===== config.mk =====
export PLATFORM = sky130hd
export DESIGN_NAME = seq_bin2bcd
export DESIGN_NICKNAME = d
export VERILOG_FILES = /design/src/rtl/seq_bin2bcd.sv
export SDC_FILE = /design/constraint.sdc
export NUM_CORES = 1
export LEC_CHECK = 0
export BUFFER_PORTS_ARGS = -buffer_cell sky130_fd_sc_hd__buf_4
export CORE_UTILIZATION = 56
export CTS_CLUSTER_DIAMETER = 60
export DETAILED_ROUTE_END_ITERATION = 16
export GPL_ROUTABILITY_DRIVEN = 0
export PLACE_DENSITY = 0.87
export SLEW_MARGIN = 10
export SYNTH_ARGS = -nofsm -noshare
export SYNTH_HDL_FRONTEND = slang
export SYNTH_SLANG_ARGS = --single-unit

===== constraint.sdc =====
create_clock -name clk -period 1.8 [get_ports clk]
set_input_delay 0.09 -clock clk [delete_from_list [all_inputs] [get_ports clk]]
set_output_delay 0.09 -clock clk [all_outputs]
set_load 0.005 [all_outputs]

===== src/rtl/seq_bin2bcd.sv =====
// Sequential binary-to-BCD converter (shift-add-three), one bit per clock,
// with a start/ready/busy/done handshake for the display path.
//
// state | meaning
// IDLE  | waiting for start, ready=1
// SHIFT | one add-3/shift iteration per edge, busy=1
// DONE  | one-cycle done pulse, bcd valid, start accepted back-to-back
module seq_bin2bcd #(
   parameter int BIN_W  = 8,
   parameter int DIGITS = 3
) (
   input  logic                  clk,
   input  logic                  rst,
   input  logic                  start,
   input  logic [BIN_W-1:0]      bin,
   output logic                  ready,
   output logic                  busy,
   output logic                  done,
   output logic [4*DIGITS-1:0]   bcd
);

   localparam int DW    = 4 * DIGITS;
   localparam int CNT_W = (BIN_W > 1) ? $clog2(BIN_W) : 1;

   if ((64'd10 ** DIGITS) <= ((64'd1 << BIN_W) - 64'd1)) begin : g_param_check
      $error("seq_bin2bcd: DIGITS too small to represent 2**BIN_W-1");
   end

   typedef enum logic [1:0] {S_IDLE, S_SHIFT, S_DONE} state_t;

   state_t             state;
   logic [BIN_W-1:0]   bin_sr;
   logic [DW-1:0]      dig;
   logic [DW-1:0]      dig_corr;
   logic [DW-1:0]      dig_next;
   logic [CNT_W-1:0]   count;
   logic               last_iter;

   // The top bit of the top digit is dropped by the shift; unreachable when
   // DIGITS is large enough.
   always_comb begin
      dig_corr = dig;
      for (int k = 0; k < DIGITS; k++) begin
         if (dig[4*k +: 4] >= 4'd5) begin
            dig_corr[4*k +: 4] = dig[4*k +: 4] + 4'd3;
         end
      end
      dig_next  = (dig_corr << 1) | DW'(bin_sr[BIN_W-1]);
      last_iter = (count == CNT_W'(BIN_W - 1));
   end

   always_ff @(posedge clk) begin
      if (rst) begin
         state  <= S_IDLE;
         bin_sr <= '0;
         dig    <= '0;
         count  <= '0;
         bcd    <= '0;
         ready  <= 1'b1;
         busy   <= 1'b0;
         done   <= 1'b0;
      end else begin
         done <= 1'b0;
         case (state)
            S_IDLE, S_DONE: begin
               if (start) begin
                  bin_sr <= bin;
                  dig    <= '0;
                  count  <= '0;
                  ready  <= 1'b0;
                  busy   <= 1'b1;
                  state  <= S_SHIFT;
               end else begin
                  ready  <= 1'b1;
                  busy   <= 1'b0;
                  state  <= S_IDLE;
               end
            end
            S_SHIFT: begin
               dig    <= dig_next;
               bin_sr <= bin_sr << 1;
               count  <= count + CNT_W'(1);
               if (last_iter) begin
                  bcd   <= dig_next;
                  done  <= 1'b1;
                  ready <= 1'b1;
                  busy  <= 1'b0;
                  state <= S_DONE;
               end
            end
            default: begin
               ready <= 1'b1;
               busy  <= 1'b0;
               state <= S_IDLE;
            end
         endcase
      end
   end

endmodule

==> impl_metrics.csv, run 1 <==
group,metric,value,unit
pwr,ir_drop,0.5870,mV
route,vias_per_cell,5.506,
floorplanning,initial_core_util,59.84,%
logic_synthesis,synth_top_flop_cell,"dfxtp_1",
logic_synthesis,yosysWarningCount,0,
logic_synthesis,yosysMostFrequentCell,"dfxtp_1",
sta,slew_headroom,70.96,%
sta,max_freq,610.9,MHz
job,max-cap-violations,0,
floorplanning,boundaryPins,26,
logic_synthesis,synthTopCellsByArea,"dfxtp_1, ha_1, nor2_1, a211oi_1, mux2i_1",
place,io_buffers,25,
setup_path,worstPathRequired,2.08,ns
setup_path,critPathTopFamily,"compound AO/OA/AOI/OAI gates",
sta,finalHoldViolations,0,
route,first_iter_violations,60,
setup_path,slowest_delay,0.40,ns
floorplanning,rows,20,
clock_network,ctsResizeCount,0,
worst_hold_path,hp-class,"in -> reg",
logic_synthesis,synth_seq_cells,40,
route,vias,1459,
pwr,p_int,1.170,mW
logic_synthesis,synth_cell_types,38,
clock_network,numCtsBuffers,5,
clock_network,cts_tree,"yes",
clock_network,clk_latency,0.34,ns
pwr,power_switching,386.2,uW
sta,drv_slew,0,
sta,skew,0.004938,ns
sta,whs,0.08807,ns
sta,setup_violations,0,
logic_synthesis,synth_fp_nets,215,
pwr,pwr-share-clk,30.7,%
logic_synthesis,synthCells,196,
layout,layout.nets,239,
logic_synthesis,yosysTopAreaCellShare,43.48,%
global_route,grtUsageTotal,21.99,%
floorplanning,die_area,3522,sq um
global_route,grt_max_degree,43,
global_route,grt_pass1_wl,5782,microns
setup_path,critPathCaptureType,"register",
setup_path,crit_arrival,1.92,ns
layout,instances_no_fill,265,
place,placedCellCount,256,
global_route,grt_pass1_vias,1315,
layout,diodes,0,
clock_network,root_buffer,"clkbuf_4",
layout,final_area,2102,sq um
global_route,overflow,0,
route,ant_nets,0,
logic_synthesis,synth_enable_flop_cells,0,
floorplanning,fp.dieH,59.35,microns
pwr,power,1.557,mW
pwr,power_frac_seq,59.5,%
route,firstDrtPassIters,4,
setup_path,critPathLaunchType,"register",
sta,setup_tns,0,ns
setup_path,cp_cell_sequence,"inv_1 -> ha_1 -> nand2b_1 -> a21oi_2 -> mux2_2 -> o22ai_1",
global_route,grt_antenna_before_repair,0,
clock_network,clock-sinks,40,
pwr,leakagePower,0.8204,nW
setup_path,cp_max_fo,5,
pwr,pwr_density_cell,740.6,nW/um^2
pwr,switching_share,24.81,%
sta,worst_pin_slew,0.4355,ns
sta,finalCritPeriodShare,90.94,%
clock_network,path_clk_slew,0.11,ns
logic_synthesis,avgSynthCellArea,9.397,sq um
place,hpwl,2375,microns
place,placed_area,2033,sq um
logic_synthesis,synthArstFlopShare,0,%
logic_synthesis,syn_area,1842,sq um
layout,layout-drive-gt1-share,24.43,%
sta,finalCriticalPeriod,1.637,ns
sta,rsz0062_at_grt,"false",
route,drc,0,
status,status,"completed",
floorplanning,die_x,59.35,microns
floorplanning,coreArea,3078,sq um
route,wl_per_cell,12.97,microns
setup_path,critPathKind,"reg -> reg",
setup_path,rrSetupSlack,0.16,ns
route,drt_wl_total,3436,microns
setup_path,worst_path_max_delay_cell,"mux2_2",
logic_synthesis,synth_common_cells,"dfxtp_1, nor2_1, a211oi_1",
pwr,combinationalPowerShare,9.8,%
clock_network,clk_path_buf_depth,2,
setup_path,critical_path_buf_inv_count,1,
logic_synthesis,yosysTopAreaCell,"dfxtp_1",
clock_network,cts-htree-levels,2,
layout,area_growth,14.13,%
logic_synthesis,ys_seq_area_share,43.48,%
==> worst min-delay path, cell delays in order <==
cell,delay (ns)
buf_4,0.10
mux2i_1,0.12
a211oi_1,0.08
==> per-layer routing <==
| layer | track usage (%) | vias to the layer above | part of all wire [%] |
|---|---|---|---|
| li1 | - | 749 | - |
| met1 | 28.86 | 675 | 49 |
| met2 | 35.31 | 28 | 46 |
| met3 | 5.240 | 7 | 3.8 |
| met4 | 7.483 | 0 | 1.4 |
| met5 | 0 | - | 0 |
==> sequential cells by signal (all words and copies together) (netlist names) <==
signal and cells:
dig 12, bcd 12, state 2, busy 1, done 1, count 3, ready 1, bin_sr 8
==> cells in the final DEF, fill, tap and decap left out, drive strengths merged, types with 7 or more instances in the layout <==
master / count
nand3b: 8
inv: 8
a21oi: 11
nor2: 25
mux2i: 7
nor3: 7
dfxtp: 40
buf: 29
a211oi: 12
clkbuf: 8
o21ai: 10
ha: 8
==> path summary, 6_finish.rpt <==
check,startpoint,to,cells after the start
hold reg to reg,bin_sr[7],bcd[0],2
hold / removal,bin[1],bin_sr[1],3
setup / recovery,dig[8],dig[10],6
setup reg to reg,dig[8],dig[10],6
==> kinds of logic after synthesis <==
logic type | count (synthesis) | share of synthesized area, %
adder cells (fa/ha/maj) | 8 | 5.435
AND/OR/NAND/NOR | 68 | 20.18
multiplexers | 10 | 5.639
flip-flops | 40 | 43.48
buffers and inverters | 21 | 6.046
XOR/XNOR | 2 | 0.9513
AO/OA/AOI/OAI | 47 | 18.27
==> metrics by stage <==
| step | setup WS (ns) | utilization [%] |
|---|---|---|
| after global placement | 0.2294 | 66.06 |
| final | 0.1631 | 68.29 |
| after floorplan | 0.3434 | - |
| after global routing | 0.05935 | 68.29 |
| after detailed placement | 0.1931 | 66.06 |
| after CTS | 0.1671 | 68.29 |
==> final cells by class <==
class                           count  area [sq um]
Clock buffer                        8         58.81
Tap cell                           44         55.05
Fill cell                         257         975.9
Multi-Input combinational cell    135         929.6
Timing Repair Buffer               30         227.7
Sequential cell                    40         800.8
Inverter                            8         30.03
==> repair_timing <==
item	in CTS	in global routing
endpoints found under the hold margin	1	0
buffers inserted	0	0
hold buffers	1	0
endpoints found under the setup margin	0	0
==> power by group through the flow <==
stage | logic (mW) | clock network, mW | registers, mW
final | 0.153 | 0.478 | 0.926
after global routing | 0.167 | 0.531 | 0.930
after CTS | 0.153 | 0.488 | 0.926
after detailed placement | 0.151 | 0 | 0.946
after global placement | 0.148 | 0 | 0.946
after floorplan | 0.109 | 0 | 0.943
Power figures use the tool's default switching activity.
==> run 2, diff against run 1 <==
--- a/config.mk
+++ b/config.mk
@@ -6,11 +6,11 @@
 export NUM_CORES = 1
 export LEC_CHECK = 0
 export BUFFER_PORTS_ARGS = -buffer_cell sky130_fd_sc_hd__buf_4
-export CORE_UTILIZATION = 56
+export CORE_UTILIZATION = 43
 export CTS_CLUSTER_DIAMETER = 60
 export DETAILED_ROUTE_END_ITERATION = 16
 export GPL_ROUTABILITY_DRIVEN = 0
-export PLACE_DENSITY = 0.87
+export PLACE_DENSITY = 0.72
 export SLEW_MARGIN = 10
 export SYNTH_ARGS = -nofsm -noshare
 export SYNTH_HDL_FRONTEND = slang
==> impl_metrics.csv, run 2 (synthesis gave the netlist of run 1 again) <==
group,metric,value,unit
sta,fin_ws,0.1836,ns
clock_network,root_buffer,"clkbuf_8",
floorplanning,coreArea,4058,sq um
clock_network,cts-htree-levels,2,
floorplanning,boundaryPins,26,
sta,skew,0.005642,ns
sta,rsz0062_at_grt,"false",
pwr,leakagePower,0.8301,nW
layout,layout.nets,239,
place,dp_slack,0.2135,ns
sta,finalCriticalPeriod,1.616,ns
setup_path,cp_cell_sequence,"inv_1 -> ha_1 -> nand2b_1 -> a21oi_2 -> mux2_2 -> o22ai_1",
floorplanning,die_x,67.45,microns
layout,top_regs,"bcd (12), dig (12), bin_sr (8)",
layout,post-route-util,52.39,%
pwr,ir_drop,0.4597,mV
sta,finalCritPeriodShare,89.80,%
pwr,power,1.639,mW
clock_network,numCtsBuffers,5,
floorplanning,initial_core_util,45.39,%
setup_path,critPathKind,"reg -> reg",
sta,setup_violations,0,
layout,layout-drive-gt1-share,25.00,%
clock_network,path_clk_slew,0.08,ns
global_route,overflow,0,
route,ant_nets,0,
setup_path,critPathTopFamily,"compound AO/OA/AOI/OAI gates",
layout,area_growth,15.42,%
global_route,gr-usage-met3,4.561,%
setup_path,critPathCaptureType,"register",
layout,regArea,800.8,sq um
setup_path,critical_path_buf_inv_count,1,
setup_path,slowest_delay,0.40,ns
setup_path,worstPathRequired,2.02,ns
route,drt_wl_total,3668,microns
worst_hold_path,hp-class,"in -> reg",
clock_network,cts_setup_buffers,0,
layout,n_fill_cell,390,
setup_path,crit_arrival,1.83,ns
layout,multi_input_area,929.6,sq um
sta,whs,0.06715,ns
global_route,use_met2,28.50,%
route,drc,0,
layout,instances_no_fill,270,
clock_network,cts_tree,"yes",
global_route,met1_usage,25.31,%
clock_network,clk_path_buf_depth,2,
layout,final_cell_mix,"dfxtp_1, buf_4, nor2_1",
clock_network,cts_hold_buf,0,
global_route,grt_max_degree,43,
clock_network,ctsResizeCount,0,
pwr,pwr_density_cell,771.0,nW/um^2
sta,worst_pin_slew,0.4793,ns
floorplanning,fp.dieH,67.45,microns
setup_path,critPathLaunchType,"register",
global_route,grt_pass1_wl,6299,microns
setup_path,worst_path_max_delay_cell,"mux2_2",
global_route,grt_antenna_before_repair,0,
global_route,grtUsageTotal,19.03,%
route,firstDrtPassIters,4,
place,placed_area,2048,sq um
place,hpwl,2415,microns
route,vias_per_cell,5.281,
clock_network,clk_latency,0.28,ns
route,first_iter_violations,87,
layout,diodes,0,
global_route,grt.busiest_layer,"met2",
route,vias,1426,
floorplanning,rows,23,
setup_path,cp_max_fo,5,
layout,final_area,2126,sq um
place,placedCellCount,263,
floorplanning,die_area,4549,sq um
route,wl_per_cell,13.59,microns
sta,slew_headroom,68.05,%
sta,setup_tns,0,ns
status,status,"completed",
sta,drv_slew,0,
job,max-cap-violations,0,
sta,max_freq,618.7,MHz
clock_network,clock-sinks,40,
layout,final_common_cell,"dfxtp_1",
global_route,grt_pass1_vias,1332,
place,io_buffers,25,
sta,finalHoldViolations,0,
-- run 2: cell types whose count changed in the layout (fill, tap and decap cells not counted) --
cell	delta
buf_4	+1
clkinv_2	+1
clkbuf_8	+4
clkbuf_4	-5
dlygate4sd3_1	-1
clkbuf_1	-1
-- run 2: power breakdown --
group	switching, mW	internal (mW)	total (mW)
clock network	0.296	0.264	0.560
registers	0.0159	0.910	0.926
logic	0.0876	0.0652	0.153
total	0.400	1.24	1.64
-- run 2: tightest hold or removal path: cells and delay by family --
kind            cells  cell delay, ns
simple gates        1            0.08
buf+inv             1            0.08
compound gates      1            0.07
-- run 2: cell type report --
| class | count | share of cell area, % |
|---|---|---|
| Clock buffer | 6 | 3.414 |
| Clock inverter | 1 | 0.2354 |
| Inverter | 8 | 1.413 |
| Multi-Input combinational cell | 135 | 43.73 |
| Sequential cell | 40 | 37.67 |
| Tap cell | 50 | 2.943 |
| Timing Repair Buffer | 30 | 10.59 |
-- run 2: final timing paths --
| check | startpoint | to | slack, ns | depth (start not counted) |
|---|---|---|---|---|
| hold / removal | bin[0] | bin_sr[0] | 0.07 | 3 |
| setup reg to reg | dig[8] | dig[10] | 0.18 | 6 |
| setup / recovery | dig[8] | dig[10] | 0.18 | 6 |
| hold reg to reg | bcd[0] | bcd[0] | 0.47 | 2 |
-- run 2: layer usage --
| layer | wire length (microns) | part of all wire [%] |
|---|---|---|
| met5 | 0 | 0 |
| met4 | 40 | 1.1 |
| met3 | 115 | 3.1 |
| met2 | 1614 | 44 |
| met1 | 1898 | 52 |
==> run 3, diff against run 2 <==
--- a/config.mk
+++ b/config.mk
@@ -6,11 +6,13 @@
 export NUM_CORES = 1
 export LEC_CHECK = 0
 export BUFFER_PORTS_ARGS = -buffer_cell sky130_fd_sc_hd__buf_4
+export CELL_PAD_IN_SITES_DETAIL_PLACEMENT = 0
+export CELL_PAD_IN_SITES_GLOBAL_PLACEMENT = 1
 export CORE_UTILIZATION = 43
 export CTS_CLUSTER_DIAMETER = 60
 export DETAILED_ROUTE_END_ITERATION = 16
 export GPL_ROUTABILITY_DRIVEN = 0
-export PLACE_DENSITY = 0.72
+export PLACE_DENSITY = 0.77
 export SLEW_MARGIN = 10
 export SYNTH_ARGS = -nofsm -noshare
 export SYNTH_HDL_FRONTEND = slang
==> impl_metrics.csv, run 3 (synthesis gave the netlist of run 1 again) <==
group,metric,value,unit
status,status,"completed",
sta,finalCritPeriodShare,90.69,%
pwr,ir_drop,0.4218,mV
sta,setup_violations,0,
floorplanning,die_x,67.45,microns
setup_path,slowest_delay,0.40,ns
clock_network,cts-htree-levels,2,
clock_network,cts_setup_buffers,0,
clock_network,clock-sinks,40,
route,drc,0,
layout,final_common_cell,"dfxtp_1",
route,drt_wl_total,3882,microns
setup_path,critPathLaunch,"dig[9]",
route,vias_per_cell,5.478,
worst_hold_path,min_from,"bin[0]",
clock_network,cts_tree,"yes",
worst_hold_path,hp-class,"in -> reg",
setup_path,worst_r2r_path_depth,6,
route,first_iter_violations,53,
job,max-cap-violations,0,
sta,whs,0.09235,ns
clock_network,clk_path_buf_depth,2,
place,hpwl,2665,microns
floorplanning,boundaryPins,26,
clock_network,root_buffer,"clkbuf_8",
floorplanning,coreArea,4058,sq um
clock_network,ctsResizeCount,0,
setup_path,worstPathRequired,2.01,ns
floorplanning,fp.dieH,67.45,microns
setup_path,rrSetupSlack,0.17,ns
route,vias,1479,
route,wl_per_cell,14.38,microns
layout,area_growth,15.69,%
layout,regArea,800.8,sq um
clock_network,numCtsBuffers,5,
sta,slew_headroom,65.68,%
sta,skew,0.003837,ns
clock_network,path_clk_slew,0.07,ns
setup_path,critPathLaunchType,"register",
layout,layout.nets,238,
global_route,grt_pass1_vias,1381,
sta,setup_tns,0,ns
route,firstDrtPassIters,4,
layout,multi_input_area,929.6,sq um
sta,max_freq,612.6,MHz
floorplanning,rows,23,
global_route,grt_pass1_wl,6306,microns
setup_path,critPathKind,"reg -> reg",
clock_network,cts_hold_buf,0,
setup_path,cp_cell_sequence,"inv_1 -> ha_1 -> nand2b_1 -> a21oi_2 -> mux2_2 -> o22ai_1",
floorplanning,initial_core_util,45.39,%
sta,finalHoldViolations,0,
pwr,pwr_density_cell,789.8,nW/um^2
layout,diodes,0,
clock_network,clk_latency,0.28,ns
place,io_buffers,25,
sta,drv_slew,0,
setup_path,critPathCaptureType,"register",
route,ant_nets,0,
floorplanning,die_area,4549,sq um
setup_path,worst_path_max_delay_cell,"mux2_2",
global_route,grtUsageTotal,18.83,%
layout,n_fill_cell,390,
layout,final_cell_mix,"dfxtp_1, buf_4, nor2_1",
global_route,grt_max_degree,43,
worst_hold_path,min_path_cells,3,
sta,worst_pin_slew,0.5147,ns
setup_path,crit_arrival,1.84,ns
global_route,overflow,0,
layout,layout-drive-gt1-share,24.55,%
sta,finalCriticalPeriod,1.632,ns
global_route,grt_antenna_before_repair,0,
setup_path,cp_max_fo,5,
pwr,leakagePower,0.8291,nW
setup_path,r2r-start,"dig[9]",
layout,top_regs,"bcd (12), dig (12), bin_sr (8)",
sta,rsz0062_at_grt,"false",
==> run 3: cell count changes in the layout (fill, tap and decap cells not counted) <==
| cell | change |
|---|---|
| clkinv_2 | -1 |
| clkbuf_8 | +1 |
| clkbuf_1 | +1 |
| buf_4 | -1 |
==> run 3: per-stage QoR <==
step | total power [mW] | setup WS [ns] | util [%] | instances | area, sq um
after floorplan | 1.052 | 0.3434 | - | 196 | 1842
after global placement | 1.094 | 0.2396 | 50.29 | 262 | 2041
after detailed placement | 1.101 | 0.1921 | 50.29 | 262 | 2041
after CTS | 1.702 | 0.1589 | 52.51 | 270 | 2131
after global routing | 1.759 | 0.05466 | 52.51 | 270 | 2131
final | 1.683 | 0.1677 | 52.51 | 270 | 2131
==> run 3: cell type report <==
type	instances	area share (%)
clock buffers	8	4.228
repair buffers	29	10.22
well taps	50	2.936
flip-flops and latches	40	37.58
multi-input cells	135	43.63
inverters	8	1.409
==> run 3: path summary, 6_finish.rpt <==
check                                  to
worst max register to register    dig[10]
worst min-delay path            bin_sr[0]
worst min register to register     bcd[0]
worst max-delay path              dig[10]
==> run 3: critical path, delay by kind of cell (launching register included) <==
kind                     cells  cell delay (ns)
multiplexers                 1             0.40
buffers and inverters        1             0.10
AND/OR/NAND/NOR              1             0.10
adder cells (fa/ha/maj)      1             0.25
flip-flops                   1             0.30
AO/OA/AOI/OAI                2             0.41
==> run 3: routing by layer <==
layer	track usage [%]	wire [microns]	part of all wire, %	vias up
met3	4.730	147	3.8	5
li1	-	-	-	742
met2	31.62	1845	48	32
met1	22.96	1843	47	700
met5	0	0	0	-
met4	7.181	46	1.2	0
==> run 3: power breakdown <==
group          internal (mW)  switching [mW]  leakage (nW)
combinational         0.0651          0.0877         0.459
clock                  0.313           0.292        0.0455
sequential             0.910          0.0152         0.325
total                   1.29           0.395         0.829
